File: config.mk
export PLATFORM = sky130hd
export DESIGN_NAME = uart_tx_scheduler_flat
export DESIGN_NICKNAME = d
export VERILOG_FILES = /design/src/rtl/uart_tx_scheduler_pkg.sv /design/src/rtl/uart_tx_scheduler_if.sv /design/src/rtl/uart_tx_scheduler_rr_arbiter.sv /design/src/rtl/uart_tx_scheduler.sv /design/src/flat_wrapper.sv
export SDC_FILE = /design/constraint.sdc
export NUM_CORES = 1
export LEC_CHECK = 0
export ABC_AREA = 0
export CAP_MARGIN = 20
export CORE_MARGIN = 1
export CORE_UTILIZATION = 36
export CTS_CLUSTER_SIZE = 8
export DETAILED_ROUTE_END_ITERATION = 8
export GPL_ROUTABILITY_DRIVEN = 1
export SLEW_MARGIN = 40
export SYNTH_ARGS = -nofsm -noshare
export SYNTH_HDL_FRONTEND = slang
export SYNTH_HIERARCHICAL = 1
export SYNTH_SLANG_ARGS = --single-unit
File: constraint.sdc
create_clock -name clk -period 2.28 [get_ports clk]
set_input_delay 0.57 -clock clk [delete_from_list [all_inputs] [get_ports clk]]
set_output_delay 0.57 -clock clk [all_outputs]
set_load 0.01 [all_outputs]
File: src/rtl/uart_tx_scheduler_pkg.sv
// Shared definitions for the UART transmit scheduler and its RX/TX neighbours.
package uart_tx_scheduler_pkg;

  // One bit time at 27 MHz / 115200 baud, in clk cycles.
  localparam int DELAY_FRAMES = 234;

  // Scheduler FSM encodings.
  typedef enum logic [1:0] {
    SCHED_IDLE   = 2'd0,
    SCHED_STREAM = 2'd1,
    SCHED_GAP    = 2'd2
  } sched_state_e;

endpackage

File: src/rtl/uart_tx_scheduler_if.sv
// Requester-side and transmitter-side handshake bundle for the UART transmit scheduler.
interface uart_tx_scheduler_if #(
  parameter int NUM_REQ = 2
);

  logic [NUM_REQ-1:0]   req_valid;
  logic [8*NUM_REQ-1:0] req_data;
  logic [NUM_REQ-1:0]   req_last;
  logic [NUM_REQ-1:0]   req_ready;
  logic                 tx_valid;
  logic [7:0]           tx_data;
  logic                 tx_ready;
  logic [NUM_REQ-1:0]   grant;
  logic                 busy;
  logic                 trunc_err;

  // Environment side: message sources and the byte transmitter.
  modport master (
    output req_valid, req_data, req_last, tx_ready,
    input  req_ready, tx_valid, tx_data, grant, busy, trunc_err
  );

  // Scheduler side.
  modport slave (
    input  req_valid, req_data, req_last, tx_ready,
    output req_ready, tx_valid, tx_data, grant, busy, trunc_err
  );

endinterface

File: src/rtl/uart_tx_scheduler_rr_arbiter.sv
// Round-robin pick: first set request at or above rr_ptr, wrapping back to 0.
module rr_arbiter #(
  parameter  int NUM_REQ = 2,
  localparam int PTR_W   = $clog2(NUM_REQ)
) (
  input  logic [NUM_REQ-1:0] req,
  input  logic [PTR_W-1:0]   rr_ptr,
  output logic [NUM_REQ-1:0] pick_onehot,
  output logic [PTR_W-1:0]   pick_idx,
  output logic               any_req
);

  int   idx;
  logic found;

  // Search NUM_REQ slots starting at rr_ptr; the wrap is explicit so non-power-of-2 counts work.
  always_comb begin
    // NOTE: every variable gets a default before the search so no latch is inferred.
    pick_onehot = '0;
    pick_idx    = '0;
    any_req     = |req;
    found       = 1'b0;
    idx         = 0;
    for (int k = 0; k < NUM_REQ; k++) begin
      idx = int'(rr_ptr) + k;
      if (idx >= NUM_REQ) idx = idx - NUM_REQ;
      if (!found && req[PTR_W'(idx)]) begin
        found                     = 1'b1;
        pick_idx                  = PTR_W'(idx);
        pick_onehot[PTR_W'(idx)]  = 1'b1;
      end
    end
  end

endmodule

File: src/rtl/uart_tx_scheduler.sv
// Shares one UART byte transmitter among NUM_REQ sources: whole-message round-robin grants,
// combinational byte pass-through from the owner, and an idle gap after every message.
module uart_tx_scheduler
  import uart_tx_scheduler_pkg::*;
#(
  parameter int NUM_REQ     = 2,
  parameter int GAP_CYCLES  = DELAY_FRAMES,
  parameter int MAX_MSG_LEN = 16
) (
  input logic                clk,
  input logic                rst_n,
  uart_tx_scheduler_if.slave bus
);

  localparam int PTR_W = $clog2(NUM_REQ);
  localparam int GAP_W = (GAP_CYCLES > 0) ? $clog2(GAP_CYCLES + 1) : 1;
  localparam logic [7:0]       LIMIT    = 8'(MAX_MSG_LEN - 1);
  localparam logic [PTR_W-1:0] LAST_IDX = PTR_W'(NUM_REQ - 1);
  localparam logic [GAP_W-1:0] GAP_END  = GAP_W'(GAP_CYCLES);

  sched_state_e       state_q, state_d;
  logic [NUM_REQ-1:0] grant_q, grant_d;
  logic [PTR_W-1:0]   owner_q, owner_d;
  logic [PTR_W-1:0]   rr_ptr_q, rr_ptr_d;
  logic [7:0]         byte_cnt_q, byte_cnt_d;
  logic [GAP_W-1:0]   gap_cnt_q, gap_cnt_d;
  logic               trunc_err_q, trunc_err_d;

  logic [NUM_REQ-1:0] pick_onehot;
  logic [PTR_W-1:0]   pick_idx;
  logic               any_req;
  logic               tx_valid_c;
  logic [7:0]         tx_data_c;
  logic [NUM_REQ-1:0] req_ready_c;
  logic [7:0]         req_bytes [NUM_REQ];

  for (genvar g = 0; g < NUM_REQ; g++) begin : g_bytes
    assign req_bytes[g] = bus.req_data[8*g +: 8];
  end

  rr_arbiter #(.NUM_REQ(NUM_REQ)) u_arb (
    .req         (bus.req_valid),
    .rr_ptr      (rr_ptr_q),
    .pick_onehot (pick_onehot),
    .pick_idx    (pick_idx),
    .any_req     (any_req)
  );

  // Next-state logic and owner pass-through; bytes only move while streaming.
  always_comb begin
    state_d     = state_q;
    grant_d     = grant_q;
    owner_d     = owner_q;
    rr_ptr_d    = rr_ptr_q;
    byte_cnt_d  = byte_cnt_q;
    gap_cnt_d   = gap_cnt_q;
    trunc_err_d = trunc_err_q;
    tx_valid_c  = 1'b0;
    tx_data_c   = '0;
    req_ready_c = '0;
    unique case (state_q)
      SCHED_IDLE: begin
        if (any_req) begin
          grant_d    = pick_onehot;
          owner_d    = pick_idx;
          byte_cnt_d = '0;
          state_d    = SCHED_STREAM;
        end
      end
      SCHED_STREAM: begin
        tx_valid_c           = bus.req_valid[owner_q];
        tx_data_c            = req_bytes[owner_q];
        req_ready_c[owner_q] = bus.tx_ready;
        if (tx_valid_c && bus.tx_ready) begin
          byte_cnt_d = byte_cnt_q + 8'd1;
          // A last byte always wins over the length limit, so trunc_err only flags real cuts.
          if (bus.req_last[owner_q] || byte_cnt_q == LIMIT) begin
            rr_ptr_d = (owner_q == LAST_IDX) ? '0 : owner_q + 1'b1;
            grant_d  = '0;
            state_d  = (GAP_CYCLES > 0) ? SCHED_GAP : SCHED_IDLE;
            if (!bus.req_last[owner_q]) trunc_err_d = 1'b1;
          end
        end
      end
      SCHED_GAP: begin
        gap_cnt_d = gap_cnt_q + 1'b1;
        if (gap_cnt_d == GAP_END) begin
          gap_cnt_d = '0;
          state_d   = SCHED_IDLE;
        end
      end
      default: state_d = SCHED_IDLE;
    endcase
  end

  // Scheduler state registers.
  always_ff @(posedge clk or negedge rst_n) begin
    if (!rst_n) begin
      state_q     <= SCHED_IDLE;
      grant_q     <= '0;
      owner_q     <= '0;
      rr_ptr_q    <= '0;
      byte_cnt_q  <= '0;
      gap_cnt_q   <= '0;
      trunc_err_q <= 1'b0;
    end else begin
      // NOTE: non-blocking assignments so every flop samples pre-edge values together.
      state_q     <= state_d;
      grant_q     <= grant_d;
      owner_q     <= owner_d;
      rr_ptr_q    <= rr_ptr_d;
      byte_cnt_q  <= byte_cnt_d;
      gap_cnt_q   <= gap_cnt_d;
      trunc_err_q <= trunc_err_d;
    end
  end

  assign bus.tx_valid  = tx_valid_c;
  assign bus.tx_data   = tx_data_c;
  assign bus.req_ready = req_ready_c;
  assign bus.grant     = grant_q;
  assign bus.busy      = (state_q != SCHED_IDLE);
  assign bus.trunc_err = trunc_err_q;

endmodule

File: src/flat_wrapper.sv
// flat-port wrapper written by rule: the top's interface ports become plain ports
module uart_tx_scheduler_flat import uart_tx_scheduler_pkg::*;
#(
  parameter int NUM_REQ     = 2,
  parameter int GAP_CYCLES  = DELAY_FRAMES,
  parameter int MAX_MSG_LEN = 16
)
  (clk, rst_n, bus_req_valid, bus_req_data, bus_req_last, bus_tx_ready, bus_req_ready, bus_tx_valid, bus_tx_data, bus_grant, bus_busy, bus_trunc_err);
  uart_tx_scheduler_if #(.NUM_REQ(NUM_REQ)) bus_i ();
  input logic clk;
  input logic rst_n;
  input wire logic [$bits(bus_i.req_valid)-1:0] bus_req_valid;
  input wire logic [$bits(bus_i.req_data)-1:0] bus_req_data;
  input wire logic [$bits(bus_i.req_last)-1:0] bus_req_last;
  input wire logic [$bits(bus_i.tx_ready)-1:0] bus_tx_ready;
  output wire logic [$bits(bus_i.req_ready)-1:0] bus_req_ready;
  output wire logic [$bits(bus_i.tx_valid)-1:0] bus_tx_valid;
  output wire logic [$bits(bus_i.tx_data)-1:0] bus_tx_data;
  output wire logic [$bits(bus_i.grant)-1:0] bus_grant;
  output wire logic [$bits(bus_i.busy)-1:0] bus_busy;
  output wire logic [$bits(bus_i.trunc_err)-1:0] bus_trunc_err;
  assign bus_i.req_valid = bus_req_valid;
  assign bus_i.req_data = bus_req_data;
  assign bus_i.req_last = bus_req_last;
  assign bus_i.tx_ready = bus_tx_ready;
  assign bus_req_ready = bus_i.req_ready;
  assign bus_tx_valid = bus_i.tx_valid;
  assign bus_tx_data = bus_i.tx_data;
  assign bus_grant = bus_i.grant;
  assign bus_busy = bus_i.busy;
  assign bus_trunc_err = bus_i.trunc_err;
  uart_tx_scheduler #(.NUM_REQ(NUM_REQ), .GAP_CYCLES(GAP_CYCLES), .MAX_MSG_LEN(MAX_MSG_LEN)) u_core (.clk(clk), .rst_n(rst_n), .bus(bus_i));
endmodule
=== Word level (Yosys, flattened, before mapping) ===
Cells that the tools add are included.

* Flip-flop bits (word level): 23
* Input port bits: 23
* Output and inout port bits: 15
* Word-level logic and storage cells: 92

* $add $sub $neg: 6
* Magnitude comparators: 9
* Equality and inequality tests: 8
* Multiplexer cells: 41
* Bitwise logic cells: 4
* Reductions and logical operators: 17

{| class="wikitable"
|+ Operator list
! cell !! number
|-
| $mux W8 || 7
|-
| $mux W2 || 10
|-
| $mux W1 || 18
|-
| $add A8 B1 Y8 const B || 2
|-
| $pmux W8 S2 || 1
|-
| $reduce_and A4 Y1 || 3
|-
| $eq A8 B4 Y1 const B || 1
|-
| $eq A8 B8 Y1 const B || 1
|-
| $ne A2 B1 Y1 const B || 4
|-
| $lt A1 B3 Y1 const B || 2
|-
| $pmux W2 S3 || 1
|-
| $reduce_and A3 Y1 || 2
|-
| $logic_and A1 B1 Y1 || 5
|-
| $ge A2 B2 Y1 const B || 2
|-
| $pmux W2 S2 || 1
|-
| $reduce_bool A2 Y1 || 2
|-
| $demux W1 S1 || 3
|-
| $ge A1 B1 Y1 const B || 3
|-
| $add A1 B1 Y2 const B || 1
|-
| $and A2 B2 Y2 || 1
|-
| $eq A2 B1 Y1 const B || 1
|-
| $eq A2 B2 Y1 const B || 1
|-
| $ge A1 B2 Y1 const B || 1
|-
| $logic_not A2 Y1 || 1
|-
| 10 further kinds || 11
|}

=== Logic depth before layout (Yosys ltp) ===
* Depth after elaboration: 11
* Depth in mapped cells: 6
* Mapped depth without buffers: 6

=== Hierarchy ===
The synthesis kept the hierarchy.

{| class="wikitable"
|+ Modules (own cells, without submodules)
! module !! instances !! cells each !! area each (µm²) !! sequential area each (µm²)
|-
| uart_tx_scheduler || 1 || 159 || 1457.6 || 575.6
|-
| rr_arbiter || 1 || 5 || 30.0 || 0.0
|}

=== Worst setup path before layout ===
No wires, ideal clock.

* Path kind: reg-to-output
* Start point: register u_core.owner_q
* End point: output port bus_tx_data[0]
* Arrival time: 1.146 ns
* Data required time: 1.710 ns
* Slack: 0.564 ns
* Stages on the path, launching flop included: 5
* Path buffers: 2
* Path through: dfrtp_1 buf_2 buf_1 mux2i_1 nor2_1

* Word-level cells in the longest chain between the ends: 5

{| class="wikitable"
|+ RTL lines
! item !! line !! RTL
|-
| from (decl) || uart_tx_scheduler.sv:23 || <nowiki>logic [PTR_W-1:0] owner_q, owner_d;</nowiki>
|-
| from (signal assigned) || uart_tx_scheduler.sv:110 || <nowiki>owner_q <= owner_d;</nowiki>
|-
| $not A1 Y2 (implied by the code) || uart_tx_scheduler.sv:72 || <nowiki>tx_data_c = req_bytes[owner_q];</nowiki>
|-
| $mux W8 (implied by the code) (3 in a row) || uart_tx_scheduler.sv:72 ||
|-
| $mux W8 || uart_tx_scheduler.sv:61 || <nowiki>unique case (state_q)</nowiki>
|-
| to (decl) || flat_wrapper.sv:18 || <nowiki>output wire logic [$bits(bus_i.tx_data)-1:0] bus_tx_data;</nowiki>
|}

No other way between the ends. The select of a mux whose other input is x is not followed.

=== Worst setup path after layout ===
* Start point: input port bus_tx_ready
* End point: output port bus_req_ready[1]

* Word-level cells in the longest chain between the ends: 2

{| class="wikitable"
|+ RTL lines
! item !! line !! RTL
|-
| from (decl) || flat_wrapper.sv:15 || <nowiki>input wire logic [$bits(bus_i.tx_ready)-1:0] bus_tx_ready;</nowiki>
|-
| $and A2 B2 Y2 (no line) || - ||
|-
| $mux W2 || uart_tx_scheduler.sv:61 ||
|-
| to (decl) || flat_wrapper.sv:16 || <nowiki>output wire logic [$bits(bus_i.req_ready)-1:0] bus_req_ready;</nowiki>
|}

No other way between the ends.

==> reports/metrics.cfg <==
[status]
outcome=complete, no violations

[final_layout]
finalInstanceArea_mm2=0.00201
drive_gt1_share_pct=11.5
syn_to_final_growth_pct=35.0
final-seq-area_um2=576
instances_no_fill=259
fillers=380
nNetsFinal=236
num_antenna_cells=0
final_core_util_pct=50.6
multi_input_area_um2=861

[yosys]
synth_area_per_cell_um2=9.07
synth-seq-cells=23
synth_cell_types=47
netlist_instances=164
yosysTopAreaCellShare_pct=38.7
synthTopCellsByArea=dfrtp_1, mux2i_1, nor2_1
synth_area_mm2=0.00149
synthTopCellsByCount=dfrtp_1, nor2_1, mux2i_1
synth-main-ff-cell=dfrtp_1
synth_top_area_cell=dfrtp_1
yosysSeqAreaShare_pct=38.7
syn_nets=190
yosys_warnings=6
synth_edf_count=0
postSynth.asyncResetShare_pct=100
yosys.cell_count.top_type=dfrtp_1

[setup_path]
cp-start-kind=input port
critical_path.startpoint=bus_tx_ready
timing.rr.end=u_core/gap_cnt_q[1]
cp.required_ps=1710
path_max_fanout=3
end_kind=primary output
r2r_cells=5
endpoint=bus_req_ready[1]
critical_path_class=input port to primary output
reg2reg_slack_ps=400
crit_arrival_ps=1600
r2r_start=u_core/gap_cnt_q[0]

[floorplan]
row_count=23
initial_utilization_pct=37.5
boundaryPins=38
die_h_um=66.3
fp.dieArea_mm2=0.00439
fp.coreArea_mm2=0.00397
die_x_um=66.3

[timing]
fin_crit_ps=2170
fin_crit_sh_pct=95.3
finalHoldViolCount=0
setup_ws_ps=108
hold-worst-slack_ps=485
finClkSkew_ps=4.81
slew_headroom_pct=63.6
setup_viol=0
max_freq_ghz=0.460
drv_slew=0
tightest_slew_ps=540
fin_tns_setup_ps=0
rsz0062_at_grt=no

[clock_network]
clk_pin_slew_ps=80
root_buffer=clkbuf_8
cts_tree=built
cts_buffers=3
clock_insertion_delay_worst_skew_ps=260
clockBufferDepth=2
ctsHoldBuffers=0
htree_levels=1
cts.sinks=23

[hold_path]
hp-class=flip-flop to flip-flop

[drt]
ant_nets=0
drtPass1Iterations=6
num_vias=1347
drc=0
wl_per_cell_um=13.7
drtIter0Drc=94
drt_wl_total_mm=3.54
vias_per_cell=5.20

[pwr]
vdd_drop_max_v=0.000463
powerDensity_mw_per_mm2=758
power.leakage_nw=0.897
total_power_mw=1.52

[grt]
grt_pass1_vias=1340
grt_max_degree=24
grt-ovfl-total=0
antenna_found_initial=0
track_usage_pct=17.9
grt_first_pass_wirelength_mm=6.07

[place]
dpl_cell_area_mm2=0.00197
pre_cts_slack_ps=-178
dp_cells=255
gp_congestion=0.846
port_buffers=37
dp_hpwl_mm=2.77

[run]
drv_cap=0

cells in the final DEF (no fill, tap or decap), drive strengths merged, types with 9 or more instances in the layout:
master         count
nand2             12
clkdlybuf4s50     26
o21ai             11
dfrtp             23
nand3              9
dlygate4sd2       10
a21oi              9
buf               12
nor2              16
mux2i             13
registers in the layout, summed over array words and instances (netlist names):
register              cells
u_core/owner_q            1
u_core/bus.grant          2
u_core/bus.trunc_err      1
u_core/rr_ptr_q           1
u_core/state_q            2
u_core/byte_cnt_q         8
u_core/gap_cnt_q          8
critical path: stages:
cell and delay, ps:
clkdlybuf4s50_1 500, and3b_1 180, and2_1 130, clkdlybuf4s15_1 230
where the power goes:
part	internal (mW)	switching [mW]	total [mW]	leakage, nW
Sequential	0.512	0.134	0.646	0.291
Clock	0.122	0.131	0.253	0.0255
Combinational	0.311	0.313	0.624	0.580
area by class of cell:
cell class / count / share of cell area [%]
multi-input combinational: 129 / 42.9
sequential: 23 / 28.7
timing repair buffer: 49 / 22.3
tap: 50 / 3.12
clock buffer: 3 / 2.06
inverter: 4 / 0.748
clock inverter: 1 / 0.249
cells by family (layout without fill, tap and decap cells):
| kind of cell | Yosys count | count (layout) | synth area share [%] |
|---|---|---|---|
| buf+inv | 12 | 57 | 3.45 |
| simple gates | 70 | 70 | 25.8 |
| mux | 15 | 15 | 10.3 |
| xor+xnor | 6 | 6 | 3.53 |
| compound gates | 34 | 34 | 15.5 |
| flops | 23 | 23 | 38.7 |
| fa+ha+maj | 3 | 3 | 2.52 |
| other cells | 1 | 1 | 0.252 |
worst min path at each step:
stage                     cells past startpoint                 start                   end
final                                         1  u_core/bus.trunc_err  u_core/bus.trunc_err
after global routing                          1  u_core/bus.trunc_err  u_core/bus.trunc_err
after CTS                                     1  u_core/bus.trunc_err  u_core/bus.trunc_err
after detailed placement                      1  u_core/bus.trunc_err  u_core/bus.trunc_err
after global placement                        1  u_core/bus.trunc_err  u_core/bus.trunc_err
after floorplan                               0                 rst_n   u_core/bus.grant[0]
what timing repair did:
action | in CTS | in global routing
setup endpoints to repair | 11 | 1
setup buffers | 0 | 0
resized for setup | 11 | 1
metal layers:
metal  share of wire (%)  wire [um]  track usage, %
met5                   0          0               0
met4                0.62         22            5.32
met3                 2.5         90            3.45
met2                  50       1780            30.4
met1                  46       1640            22.8
Note: power is estimated with default switching activity, not from simulation.
